<file path="src/rtl/systolic_pkg.sv">
// Shared types and helpers for the NxN output-stationary systolic matrix multiplier.
package systolic_pkg;

    typedef enum logic [1:0] {
        StIdle,
        StFeed,
        StFlush,
        StDrain
    } state_e;

    localparam int unsigned MinN = 2;
    localparam int unsigned MaxN = 8;

    // Index width that never collapses to zero bits.
    function automatic int unsigned clog2(int unsigned value);
        return (value <= 2) ? 1 : $clog2(value);
    endfunction

    function automatic bit n_is_legal(int unsigned n);
        return (n >= MinN) && (n <= MaxN);
    endfunction

endpackage

</file>
<file path="src/rtl/systolic_matmul_nxn_if.sv">
// Operand stream, result stream and job control of the systolic multiplier.
interface systolic_matmul_nxn_if
    import systolic_pkg::*;
#(
    parameter int unsigned N      = 2,
    parameter int unsigned DATA_W = 16,
    parameter int unsigned ACC_W  = 32
) ();

    localparam int unsigned IDX_W = clog2(N);

    logic                  start;
    logic                  acc_mode;
    logic                  in_valid;
    logic                  in_ready;
    logic [N*DATA_W-1:0]   a_col;
    logic [N*DATA_W-1:0]   b_row;
    logic                  c_valid;
    logic                  c_ready;
    logic [N*ACC_W-1:0]    c_row;
    logic [IDX_W-1:0]      c_row_idx;
    logic                  busy;
    logic                  done;

    modport master (
        output start, acc_mode, in_valid, a_col, b_row, c_ready,
        input  in_ready, c_valid, c_row, c_row_idx, busy, done
    );

    modport slave (
        input  start, acc_mode, in_valid, a_col, b_row, c_ready,
        output in_ready, c_valid, c_row, c_row_idx, busy, done
    );

endinterface

</file>
<file path="src/rtl/systolic_pe.sv">
// Output-stationary processing element: accumulates a*b per step, forwards a right and b down.
module systolic_pe #(
    parameter int unsigned DATA_W = 16,
    parameter int unsigned ACC_W  = 32,
    parameter bit          SIGNED = 1'b0
) (
    input  logic              clk,
    input  logic              reset,
    input  logic              en,
    input  logic              clr,
    input  logic [DATA_W-1:0] a_in,
    input  logic [DATA_W-1:0] b_in,
    output logic [DATA_W-1:0] a_out,
    output logic [DATA_W-1:0] b_out,
    output logic [ACC_W-1:0]  acc
);

    logic [2*DATA_W-1:0] a_ext;
    logic [2*DATA_W-1:0] b_ext;
    logic [2*DATA_W-1:0] prod;
    logic [ACC_W-1:0]    prod_ext;

    // Low 2*DATA_W bits of the extended-operand product are exact for both signednesses.
    always_comb begin
        if (SIGNED) begin
            a_ext = {{DATA_W{a_in[DATA_W-1]}}, a_in};
            b_ext = {{DATA_W{b_in[DATA_W-1]}}, b_in};
        end else begin
            a_ext = {{DATA_W{1'b0}}, a_in};
            b_ext = {{DATA_W{1'b0}}, b_in};
        end
        prod = a_ext * b_ext;
        if (SIGNED) begin
            prod_ext = ACC_W'($signed(prod));
        end else begin
            prod_ext = ACC_W'(prod);
        end
    end

    always_ff @(posedge clk) begin
        if (reset) begin
            a_out <= '0;
            b_out <= '0;
            acc   <= '0;
        end else begin
            if (clr) begin
                acc <= '0;
            end else if (en) begin
                acc <= acc + prod_ext;
            end
            if (en) begin
                a_out <= a_in;
                b_out <= b_in;
            end
        end
    end

endmodule

</file>
<file path="src/rtl/systolic_matmul_nxn.sv">
// NxN output-stationary systolic multiplier: skewed operand feed, PE grid, flush and row drain.
module systolic_matmul_nxn
    import systolic_pkg::*;
#(
    parameter int unsigned N      = 2,
    parameter int unsigned DATA_W = 16,
    parameter int unsigned ACC_W  = 32,
    parameter bit          SIGNED = 1'b0
) (
    input logic                 clk,
    input logic                 reset,
    systolic_matmul_nxn_if.slave bus
);

    localparam int unsigned IDX_W  = clog2(N);
    localparam int unsigned CNT_W  = clog2(2 * N);
    localparam bit          NLegal = n_is_legal(N);

    state_e             state_q, state_d;
    logic [IDX_W-1:0]   beat_q, beat_d;
    logic [IDX_W-1:0]   row_q, row_d;
    logic [IDX_W-1:0]   c_idx_q, c_idx_d;
    logic [IDX_W-1:0]   row_sel;
    logic [CNT_W-1:0]   flush_q, flush_d;
    logic               c_valid_q, c_valid_d;
    logic [N*ACC_W-1:0] c_row_q, c_row_d;
    logic [N*ACC_W-1:0] row_data;
    logic               fire;
    logic               advance;
    logic               clr;
    logic               done_pulse;

    logic [DATA_W-1:0] a_inj  [N];
    logic [DATA_W-1:0] b_inj  [N];
    logic [DATA_W-1:0] a_pipe [N][N+1];
    logic [DATA_W-1:0] b_pipe [N+1][N];
    logic [ACC_W-1:0]  acc    [N][N];

    n_legal_a: assert property (@(posedge clk) NLegal);

    for (genvar i = 0; i < N; i++) begin : g_edge
        assign a_inj[i] = fire ? bus.a_col[i*DATA_W +: DATA_W] : '0;
        assign b_inj[i] = fire ? bus.b_row[i*DATA_W +: DATA_W] : '0;

        if (i == 0) begin : g_direct
            assign a_pipe[i][0] = a_inj[i];
            assign b_pipe[0][i] = b_inj[i];
        end else begin : g_delay
            // Row/column i enters the grid i steps late so matching k terms meet in each PE.
            logic [DATA_W-1:0] a_sr [i];
            logic [DATA_W-1:0] b_sr [i];

            always_ff @(posedge clk) begin
                if (reset) begin
                    for (int k = 0; k < i; k++) begin
                        a_sr[k] <= '0;
                        b_sr[k] <= '0;
                    end
                end else if (advance) begin
                    a_sr[0] <= a_inj[i];
                    b_sr[0] <= b_inj[i];
                    for (int k = 1; k < i; k++) begin
                        a_sr[k] <= a_sr[k-1];
                        b_sr[k] <= b_sr[k-1];
                    end
                end
            end

            assign a_pipe[i][0] = a_sr[i-1];
            assign b_pipe[0][i] = b_sr[i-1];
        end

        logic unused_a_edge;
        logic unused_b_edge;
        assign unused_a_edge = ^a_pipe[i][N];
        assign unused_b_edge = ^b_pipe[N][i];

        assign row_data[i*ACC_W +: ACC_W] = acc[row_sel][i];
    end

    for (genvar i = 0; i < N; i++) begin : g_row
        for (genvar j = 0; j < N; j++) begin : g_col
            systolic_pe #(
                .DATA_W (DATA_W),
                .ACC_W  (ACC_W),
                .SIGNED (SIGNED)
            ) u_pe (
                .clk   (clk),
                .reset (reset),
                .en    (advance),
                .clr   (clr),
                .a_in  (a_pipe[i][j]),
                .b_in  (b_pipe[i][j]),
                .a_out (a_pipe[i][j+1]),
                .b_out (b_pipe[i+1][j]),
                .acc   (acc[i][j])
            );
        end
    end

    // Row to load into the output register: the next row once the current one is taken.
    assign row_sel = (state_q == StDrain && c_valid_q) ? row_q + 1'b1 : row_q;

    always_comb begin
        state_d    = state_q;
        beat_d     = beat_q;
        flush_d    = flush_q;
        row_d      = row_q;
        c_valid_d  = c_valid_q;
        c_row_d    = c_row_q;
        c_idx_d    = c_idx_q;
        fire       = 1'b0;
        advance    = 1'b0;
        clr        = 1'b0;
        done_pulse = 1'b0;
        unique case (state_q)
            StIdle: begin
                if (bus.start) begin
                    clr     = !bus.acc_mode;
                    beat_d  = '0;
                    state_d = StFeed;
                end
            end
            StFeed: begin
                if (bus.in_valid) begin
                    fire    = 1'b1;
                    advance = 1'b1;
                    if (beat_q == IDX_W'(N - 1)) begin
                        flush_d = '0;
                        state_d = StFlush;
                    end else begin
                        beat_d = beat_q + 1'b1;
                    end
                end
            end
            StFlush: begin
                advance = 1'b1;
                if (flush_q == CNT_W'(2 * N - 3)) begin
                    row_d   = '0;
                    state_d = StDrain;
                end else begin
                    flush_d = flush_q + 1'b1;
                end
            end
            StDrain: begin
                if (!c_valid_q) begin
                    c_valid_d = 1'b1;
                    c_row_d   = row_data;
                    c_idx_d   = row_q;
                end else if (bus.c_ready) begin
                    if (row_q == IDX_W'(N - 1)) begin
                        c_valid_d  = 1'b0;
                        done_pulse = 1'b1;
                        state_d    = StIdle;
                    end else begin
                        row_d   = row_sel;
                        c_row_d = row_data;
                        c_idx_d = row_sel;
                    end
                end
            end
            default: state_d = StIdle;
        endcase
    end

    always_ff @(posedge clk) begin
        if (reset) begin
            state_q   <= StIdle;
            beat_q    <= '0;
            flush_q   <= '0;
            row_q     <= '0;
            c_valid_q <= 1'b0;
            c_row_q   <= '0;
            c_idx_q   <= '0;
        end else begin
            state_q   <= state_d;
            beat_q    <= beat_d;
            flush_q   <= flush_d;
            row_q     <= row_d;
            c_valid_q <= c_valid_d;
            c_row_q   <= c_row_d;
            c_idx_q   <= c_idx_d;
        end
    end

    assign bus.in_ready  = (state_q == StFeed);
    assign bus.busy      = (state_q != StIdle);
    assign bus.c_valid   = c_valid_q;
    assign bus.c_row     = c_row_q;
    assign bus.c_row_idx = c_idx_q;
    assign bus.done      = done_pulse;

endmodule

</file>
<file path="src/flat_wrapper.sv">
// flat-port wrapper written by rule: the top's interface ports become plain ports
module systolic_matmul_nxn_flat import systolic_pkg::*;
#(
    parameter int unsigned N      = 2,
    parameter int unsigned DATA_W = 16,
    parameter int unsigned ACC_W  = 32,
    parameter bit          SIGNED = 1'b0
)
  (clk, reset, bus_start, bus_acc_mode, bus_in_valid, bus_a_col, bus_b_row, bus_c_ready, bus_in_ready, bus_c_valid, bus_c_row, bus_c_row_idx, bus_busy, bus_done);
  systolic_matmul_nxn_if #(.N(N), .DATA_W(DATA_W), .ACC_W(ACC_W)) bus_i ();
  input logic clk;
  input logic reset;
  input wire logic [$bits(bus_i.start)-1:0] bus_start;
  input wire logic [$bits(bus_i.acc_mode)-1:0] bus_acc_mode;
  input wire logic [$bits(bus_i.in_valid)-1:0] bus_in_valid;
  input wire logic [$bits(bus_i.a_col)-1:0] bus_a_col;
  input wire logic [$bits(bus_i.b_row)-1:0] bus_b_row;
  input wire logic [$bits(bus_i.c_ready)-1:0] bus_c_ready;
  output wire logic [$bits(bus_i.in_ready)-1:0] bus_in_ready;
  output wire logic [$bits(bus_i.c_valid)-1:0] bus_c_valid;
  output wire logic [$bits(bus_i.c_row)-1:0] bus_c_row;
  output wire logic [$bits(bus_i.c_row_idx)-1:0] bus_c_row_idx;
  output wire logic [$bits(bus_i.busy)-1:0] bus_busy;
  output wire logic [$bits(bus_i.done)-1:0] bus_done;
  assign bus_i.start = bus_start;
  assign bus_i.acc_mode = bus_acc_mode;
  assign bus_i.in_valid = bus_in_valid;
  assign bus_i.a_col = bus_a_col;
  assign bus_i.b_row = bus_b_row;
  assign bus_i.c_ready = bus_c_ready;
  assign bus_in_ready = bus_i.in_ready;
  assign bus_c_valid = bus_i.c_valid;
  assign bus_c_row = bus_i.c_row;
  assign bus_c_row_idx = bus_i.c_row_idx;
  assign bus_busy = bus_i.busy;
  assign bus_done = bus_i.done;
  systolic_matmul_nxn #(.N(N), .DATA_W(DATA_W), .ACC_W(ACC_W), .SIGNED(SIGNED)) u_core (.clk(clk), .reset(reset), .bus(bus_i));
endmodule
</file>
<file path="config.mk">
export PLATFORM = sky130hd
export DESIGN_NAME = systolic_matmul_nxn_flat
export DESIGN_NICKNAME = d
export VERILOG_FILES = /design/src/rtl/systolic_pkg.sv /design/src/rtl/systolic_matmul_nxn_if.sv /design/src/rtl/systolic_pe.sv /design/src/rtl/systolic_matmul_nxn.sv /design/src/flat_wrapper.sv
export SDC_FILE = /design/constraint.sdc
export NUM_CORES = 2
export LEC_CHECK = 0
export ABC_AREA = 1
export ABC_CLOCK_PERIOD_IN_PS = 7500
export CORE_MARGIN = 2
export CORE_UTILIZATION = 45
export CTS_BUF_LIST = sky130_fd_sc_hd__clkbuf_2
export DETAILED_ROUTE_END_ITERATION = 16
export MAX_ROUTING_LAYER = met4
export PLACE_DENSITY = 0.71
export SETUP_SLACK_MARGIN = 0.02
export SLEW_MARGIN = 0
export SYNTH_ARGS = -nofsm -noshare
export SYNTH_HDL_FRONTEND = slang
export SYNTH_HIERARCHICAL = 1
export SYNTH_SLANG_ARGS = --single-unit
</file>
<file path="constraint.sdc">
create_clock -name clk -period 7.5 [get_ports clk]
set_input_delay 1.5 -clock clk [delete_from_list [all_inputs] [get_ports clk]]
set_output_delay 1.5 -clock clk [all_outputs]
set_load 0.03 [all_outputs]
</file>
==> impl_metrics.csv <==
group,metric,value,unit
place,pre_cts_ws,-0.2488,ns
timing,setup_slack,0.8748,ns
yosys,netlist_instances,7696,
timing,period_minus_slack,6.625,ns
cts,numCtsBuffers,86,
cts,cts_buffer_depth,3,
power,p_leak,34.68,nW
die,fp.dieW,350.7,µm
detailed_routing,drt-total-wl,148.0,mm
detailed_routing,drtPass1Iterations,6,
timing,setup_viol,0,
setup_path,worstPathRequired,8.53,ns
setup_path,path_max_fanout,21,
setup_path,end_kind,"flop",
cts,cts-root-buf,"clkbuf_2",
layout,drive_above_1_share,4.990,%
timing,rsz0062_at_grt,"false",
detailed_routing,vias,44780,
cts,h-tree-depth,3,
cts,clk_pin_slew,0.09,ns
cts,post_cts_hold_buffer_count,0,
global_routing,track_usage,25.60,%
die,start_util,45.20,%
layout,multi_input_area,36940,µm²
cts,ctsResizeCount,0,
timing,fmax,0.1509,GHz
timing,final_hold_viol_count,0,
detailed_routing,drt-initial-drc-count,3137,
setup_path,critical_path_class,"in2reg",
yosys,yosys_warnings,6,
setup_path,cp-start-kind,"input port",
timing,fin_crit_sh,88.34,%
run,maxCapViolCount,0,
timing,worst_slew_pin_slew,1.250,ns
detailed_routing,ant_nets,0,
setup_path,slowest_stage,"fa_1",
die,die-area,123000,µm²
layout,seq_area,6246,µm²
min_path,hold_path.class,"reg2reg",
global_routing,antenna_found_initial,4,
detailed_routing,vias_per_cell,4.768,
power,peakVddDrop,123.7,µV
layout,fillers,11950,
layout,area_delta_synth_final,7.275,%
global_routing,grt_pass1_vias,46570,
place,gp_congestion,0.9609,
setup_path,max_stage_delay,0.59,ns
detailed_routing,wl_per_cell,15.76,µm
place,hpwl,120.3,mm
timing,skew,0.1222,ns
yosys,synth_area,54090,µm²
outcome,status,"complete, no violations",
global_routing,grt_max_degree,74,
timing,slew_headroom,16.59,%
timing,maxSlewViolCount,0,
cts,insertion_delay,1.16,ns
die,core_area,119700,µm²
cts,clock-sinks,296,
layout,layout.nets,9085,
place,portBuffers,138,
cts,cts_setup_buffers,0,
die,num_io_pins,139,
global_routing,grt_pass1_wl,243.4,mm
cts,cts_tree,"done",
global_routing,grt_overflow_total,0,
detailed_routing,drc,0,
setup_path,arrival,7.65,ns
power,totalPowerFinal,6.956,mW
timing,fin_setup_tns,0,ns
yosys,syn_nets,9072,
power,power_density,119.9,nW/µm²
yosys,synth.avg_cell_area,7.028,µm²
die,row_count,127,
die,die_h,350.7,µm
-- through the flow --
| stage | utilization [%] | cell area (µm²) | std cells | hold WS, ns |
|---|---|---|---|---|
| floorplan | - | 54090 | 7696 | 0.4376 |
| global placement | 47.83 | 57230 | 9233 | 0.4317 |
| detailed placement | 47.83 | 57230 | 9233 | 0.4372 |
| finish | 48.49 | 58020 | 9391 | 0.4501 |
| CTS | 48.49 | 58020 | 9388 | 0.4517 |
| global route | 48.49 | 58020 | 9390 | 0.4697 |
-- final timing paths --
kind | startpoint | endpoint | slack (ns) | cells after the start
max | bus_in_valid | u_core/g_row[0].g_col[0].u_pe/acc[19] | 0.87 | 26
max reg2reg | u_core/state_q[1] | u_core/g_row[0].g_col[0].u_pe/acc[31] | 1.00 | 30
min reg2reg | u_core/bus.c_row[40] | u_core/bus.c_row[40] | 0.45 | 2
min | u_core/bus.c_row[40] | u_core/bus.c_row[40] | 0.45 | 2
-- state kept, by name, indices dropped and copies added (netlist names), 2 cells and up --
name / cells
u_core/g_row.g_col.u_pe/a_out: 32
u_core/flush_q: 2
u_core/g_row.g_col.u_pe/b_out: 32
u_core/g_edge.g_delay.a_sr: 16
u_core/g_edge.g_delay.b_sr: 16
u_core/g_row.g_col.u_pe/acc: 128
u_core/state_q: 2
u_core/bus.c_row: 64
-- power by group --
part / leakage [nW] / switching [mW] / internal, mW
sequential: 2.47 / 0.587 / 1.88
clock: 0.572 / 0.860 / 0.458
combinational: 31.6 / 2.04 / 1.14
total: 34.7 / 3.49 / 3.47
-- routing by layer --
metal  share of wire (%)  wire length [µm]  vias up  track usage (%)
li1                    -                 -    21590                -
met1                  44             65370    21680            33.53
met2                  47             69980     1312            41.47
met3                 6.1              8984      188            3.569
met4                 2.5              3652        0            7.226
met5                   0                 0        -                -
-- area by class of cell --
| type | instances | area share [%] |
|---|---|---|
| multi-input cells | 4531 | 63.66 |
| inverters | 2495 | 16.15 |
| flip-flops and latches | 296 | 10.76 |
| repair buffers | 299 | 4.584 |
| well taps | 1612 | 3.476 |
| clock buffers | 110 | 0.9488 |
| clock inverters | 45 | 0.4054 |
| diodes | 3 | 0.01294 |
-- critical path: cells and delay by family --
kind,cells,cell delay [ns]
fa+ha+maj,7,3.55
buf+inv,8,1.24
simple gates,10,1.18
compound gates,1,0.17
-- cell usage in the layout (no fill, tap or decap), drive strengths merged, types with 9 or more instances in the layout --
cell type	instances
inv	2499
nand2	2145
fa	900
ha	406
nor2	328
a21oi	270
dfxtp	264
o21ai	185
nand3	183
buf	162
clkdlybuf4s50	137
clkbuf	110
xor2	44
clkinv	38
edfxtp	32
nand4	17
nand3b	11
a211oi	9
Note: power is estimated with default switching activity, not from simulation.
